$ cat src/rtl/fwd_scoreboard.sv
// fwd_scoreboard: operand forwarding and load-use hazard detection for the
// pipelined core. A shift-register scoreboard holds one entry per post-EX
// stage (index 0 = stage 1 = EX/MEM). For each EX source operand it selects
// the youngest in-flight producer. It raises a stall when that producer is a
// load whose data is not yet available.
// Optional build macro: FWD_STATS_EN adds stall_cnt / fwd_cnt counters.
module fwd_scoreboard #(
    parameter int unsigned NUM_SRC    = 2,
    parameter int unsigned FWD_DEPTH  = 2,
    parameter int unsigned REG_AW     = 5,
    parameter int unsigned LOAD_STAGE = 2,
    localparam int unsigned SEL_W     = $clog2(FWD_DEPTH + 1)
) (
    input  logic                      clk,
    input  logic                      rst,
    input  logic                      pipe_hold,
    input  logic                      ex_valid,
    input  logic                      ex_we,
    input  logic                      ex_is_load,
    input  logic [REG_AW-1:0]         ex_rd,
    input  logic [NUM_SRC*REG_AW-1:0] ex_rs,
    input  logic [NUM_SRC-1:0]        ex_rs_used,
    output logic [NUM_SRC*SEL_W-1:0]  fwd_sel,
    output logic                      hazard_stall
`ifdef FWD_STATS_EN
    ,
    output logic [31:0]               stall_cnt,
    output logic [31:0]               fwd_cnt
`endif
);

    // A load cannot become forwardable later than the last tracked stage.
    localparam int unsigned LS_EFF = (LOAD_STAGE > FWD_DEPTH) ? FWD_DEPTH : LOAD_STAGE;

    typedef struct packed {
        logic              v;
        logic              we;
        logic              ld;
        logic [REG_AW-1:0] rd;
    } entry_t;

    entry_t ent_q [FWD_DEPTH];
    entry_t ent_d [FWD_DEPTH];

    logic [NUM_SRC*SEL_W-1:0] sel_raw;
    logic [NUM_SRC-1:0]       op_wait;
    logic                     stall_raw;

    // Per operand: scan oldest to youngest so the youngest match is the one kept.
    always_comb begin
        sel_raw = '0;
        op_wait = '0;
        for (int unsigned i = 0; i < NUM_SRC; i++) begin
            for (int unsigned k = FWD_DEPTH; k >= 1; k--) begin
                if (ex_valid && ex_rs_used[i] &&
                    ent_q[k-1].v && ent_q[k-1].we &&
                    (ent_q[k-1].rd == ex_rs[i*REG_AW +: REG_AW]) &&
                    (ex_rs[i*REG_AW +: REG_AW] != '0)) begin
                    sel_raw[i*SEL_W +: SEL_W] = SEL_W'(k);
                    op_wait[i] = ent_q[k-1].ld && (k < LS_EFF);
                end
            end
        end
        stall_raw = |op_wait;
    end

    // Outputs are forced quiet in the same cycle reset is asserted.
    always_comb begin
        fwd_sel      = rst ? '0 : sel_raw;
        hazard_stall = !rst && stall_raw;
    end

    // Next scoreboard contents: hold, or shift with a bubble or the EX instruction in stage 1.
    always_comb begin
        for (int unsigned k = 0; k < FWD_DEPTH; k++) begin
            ent_d[k] = ent_q[k];
        end
        if (!pipe_hold) begin
            for (int unsigned k = FWD_DEPTH - 1; k >= 1; k--) begin
                ent_d[k] = ent_q[k-1];
            end
            if (stall_raw) begin
                ent_d[0] = '0;
            end else begin
                ent_d[0] = {ex_valid, ex_we, ex_is_load, ex_rd};
            end
        end
    end

    // Scoreboard register with synchronous clear.
    always_ff @(posedge clk) begin
        for (int unsigned k = 0; k < FWD_DEPTH; k++) begin
            if (rst) begin
                ent_q[k] <= '0;
            end else begin
                ent_q[k] <= ent_d[k];
            end
        end
    end

`ifdef FWD_STATS_EN
    localparam int unsigned CW = $clog2(NUM_SRC + 1);

    logic [31:0] stall_cnt_q, stall_cnt_d;
    logic [31:0] fwd_cnt_q, fwd_cnt_d;
    logic [CW-1:0] nfwd;
    logic [32:0]   fwd_sum;

    // Saturating event counters for stalls and forwarded operands.
    always_comb begin
        nfwd = '0;
        for (int unsigned i = 0; i < NUM_SRC; i++) begin
            nfwd = nfwd + CW'(sel_raw[i*SEL_W +: SEL_W] != '0);
        end
        stall_cnt_d = stall_cnt_q;
        if (stall_raw && !pipe_hold && (stall_cnt_q != '1)) begin
            stall_cnt_d = stall_cnt_q + 32'd1;
        end
        fwd_sum   = {1'b0, fwd_cnt_q} + 33'(nfwd);
        fwd_cnt_d = fwd_cnt_q;
        if (!stall_raw && !pipe_hold && ex_valid) begin
            fwd_cnt_d = fwd_sum[32] ? '1 : fwd_sum[31:0];
        end
    end

    // Counter registers with synchronous clear.
    always_ff @(posedge clk) begin
        if (rst) begin
            stall_cnt_q <= '0;
            fwd_cnt_q   <= '0;
        end else begin
            stall_cnt_q <= stall_cnt_d;
            fwd_cnt_q   <= fwd_cnt_d;
        end
    end

    assign stall_cnt = stall_cnt_q;
    assign fwd_cnt   = fwd_cnt_q;
`endif

endmodule

$ cat config.mk
export PLATFORM = sky130hd
export DESIGN_NAME = fwd_scoreboard
export DESIGN_NICKNAME = d
export VERILOG_FILES = /design/src/rtl/fwd_scoreboard.sv
export SDC_FILE = /design/constraint.sdc
export NUM_CORES = 1
export LEC_CHECK = 0
export BUFFER_PORTS_ARGS = -buffer_cell sky130_fd_sc_hd__buf_2
export CAP_MARGIN = 0
export CORE_ASPECT_RATIO = 1.1
export CORE_UTILIZATION = 49
export CTS_CLUSTER_SIZE = 20
export DETAILED_ROUTE_END_ITERATION = 10
export PLACE_DENSITY = 0.87
export SLEW_MARGIN = 20
export SYNTH_ARGS = -nofsm -noshare
export SYNTH_HDL_FRONTEND = slang
export SYNTH_SLANG_ARGS = --single-unit
$ cat constraint.sdc
create_clock -name clk -period 2.01 [get_ports clk]
set_input_delay 0.402 -clock clk [delete_from_list [all_inputs] [get_ports clk]]
set_output_delay 0.402 -clock clk [all_outputs]
set_load 0.01 [all_outputs]
==> metrics <==
max_slew headroom between 60 and 70%; I/O Pins 28; CTS sink count 15; Chip Height between 40 and 50 um; Worst Path Max Fanout 4; HP Class in2reg; CTS Buffer Depth 2; Rows 15; Max-Cap Viols 0; DRC violations left 0; Crit. End Element output port; cell area after synthesis 865 sq um; Port Buffers 27; Clock Latency Late Sink 300 ps; area of the die just under 0.002 sq mm; CTS tree yes; total routed wirelength 2520 um; Slew @ Worst Pin around 520 ps; clock skew 5.27 ps; TritonCTS Buffers 3; commonest non-fill, non-tap cell in the layout buf_2; Final ANT Viol Nets 0; total gr overflow 0; outcome finished with violations; CTS root buf clkbuf_4; Design Area, Final about 0.0013 sq mm; CORE AREA 0.00161 sq mm; total negative slack -675 ps; synthesized flop and latch total 15; hold_buf cts 0; starting density of the core 53.6%; fmax about 450 MHz; initial antenna violation count 0; H-tree depth 1; failing checks negative setup slack; clk slew on worst S/H paths ~90 ps; net count after synthesis ~110; Synth warnings 0; first-pass GRT wire length about 3900 um; final setup fails 5; Slew Limit Fails 0; GRT Overall Usage between 20% and 30%; crit path DAT approximately 1800 ps; final hold vios 0; RePlAce Congestion roughly 0.82; P_leak between 0.5 and 0.6 nW; syn avg cell area ~9.6 sq um; largest net degree at the start of global routing 19; CP Class reg2out; ant diodes 0; final core occ roughly 80%; register area share after synthesis a little over a third; wire per inst around 16 um; Die Width about 42 um; period utilisation layout 111%; Post-Syn Instances 90; placed inst area approximately 0.0011 sq mm; Synth cell types 22; Largest Register ent_q; final hold slack approximately 380 ps; share of cells above drive strength 1 51.1%; Startpoint Class register; Area growth syn-to-layout 48.6%; Pwr per Cell Area approximately 520 mW/mm^2; CP required 1610 ps; fin worst setup slack -223 ps; Period minus WS final between 2000 and 2500 ps; RSZ-0062 raised after global routing true; Via Count between 800 and 900; Vias/cell approximately 5.6; worst vdd ir approximately 0.00048 V; commonest cells after routing, fill and taps aside 25 x buf_2, 19 x buf_4, 14 x mux2i_1, 11 x dfxtp_1, 10 x nor2_1; DPL Wire Length around 1800 um; vias in the first global route 855; max FFs per register 15; Total Power approximately 670 uW; Regs by FF count ent_q: 15 flops; DRT iter0 DRCs 18; Layout Nets about 160; drt pass-1 iters 4
worst max-delay path, stage by stage, from the launching register on:
cell and delay (ps):
dfxtp_4 380, xnor2_2 160, nand4_1 100, or4_4 520, a211oi_2 230, buf_2 160
layer usage:
layer / GRT usage, % / up-vias / share of wire (%)
li1: - / 415 / -
met1: 28.6 / 415 / 40
met2: 55.3 / 29 / 54
met3: 5.10 / 6 / 4.4
met4: 13.1 / 0 / 1.9
met5: 0 / - / 0
final cells by class:
| class | count | area (sq um) |
|---|---|---|
| Clock buffer | 3 | 22.5 |
| Clock inverter | 1 | 5.00 |
| Fill cell | 98 | 329 |
| Inverter | 1 | 3.75 |
| Multi-Input combinational cell | 70 | 614 |
| Sequential cell | 15 | 313 |
| Tap cell | 17 | 21.3 |
| Timing Repair Buffer | 47 | 305 |
repair_timing:
| action | 4_1_cts | 5_1_grt |
|---|---|---|
| setup endpoints to repair | 5 | 13 |
| resized for setup | 22 | 1 |
| pin swaps | 15 | 3 |
| buffers inserted | 4 | 0 |
power breakdown:
part / total [mW] / switching, mW / internal, mW
combinational: 0.161 / 0.0706 / 0.0903
sequential: 0.327 / 0.0159 / 0.311
clock: 0.180 / 0.105 / 0.0742
total: 0.667 / 0.192 / 0.475
cell families after synthesis:
group | count (synthesis) | share of synthesized area (%)
xor+xnor | 20 | 20.3
simple gates | 31 | 19.8
buf+inv | 5 | 2.31
mux | 14 | 16.2
flops | 15 | 34.7
compound gates | 5 | 6.66
stage by stage:
stage          setup slack [ps]  instances
4_1_cts                    -192        154
6_report                   -223        154
2_1_floorplan              55.1         90
5_1_grt                    -309        154
3_5_place_dp               -182        146
3_3_place_gp               -133        146
path summary, 6_finish.rpt:
path | startpoint | to | slack (ps) | depth (start not counted)
worst max-delay path | ent_q[0][0]$_SDFFE_PP0N_ | hazard_stall | -220 | 5
worst max register to register | ent_q[0][1]$_SDFFE_PP0N_ | ent_q[0][5]$_SDFFE_PP0N_ | 70 | 7
worst min register to register | ent_q[1][7]$_SDFFE_PP0N_ | ent_q[1][7]$_SDFFE_PP0N_ | 530 | 2
worst min-delay path | ex_rd[1] | ent_q[0][1]$_SDFFE_PP0N_ | 380 | 3
cell usage after synthesis, drive strengths merged:
master / n / share of area, %
dfxtp: 15 / 35
mux2i: 14 / 16
xnor2: 14 / 14
nor2: 10 / 4.3
nor3: 7 / 4.1
xor2: 6 / 6.1
or4: 4 / 4.3
clkbuf: 3 / 1.3
a211oi: 2 / 3.2
nand2: 2 / 0.87
nand4: 2 / 1.4
nor4: 2 / 1.4
o211ai: 2 / 1.7
a2111oi: 1 / 1.7
and4: 1 / 1.0
buf: 1 / 0.58
inv: 1 / 0.43
nand3: 1 / 0.58
nand3b: 1 / 0.87
nor3b: 1 / 0.87
(Power assumes the default switching activity.)
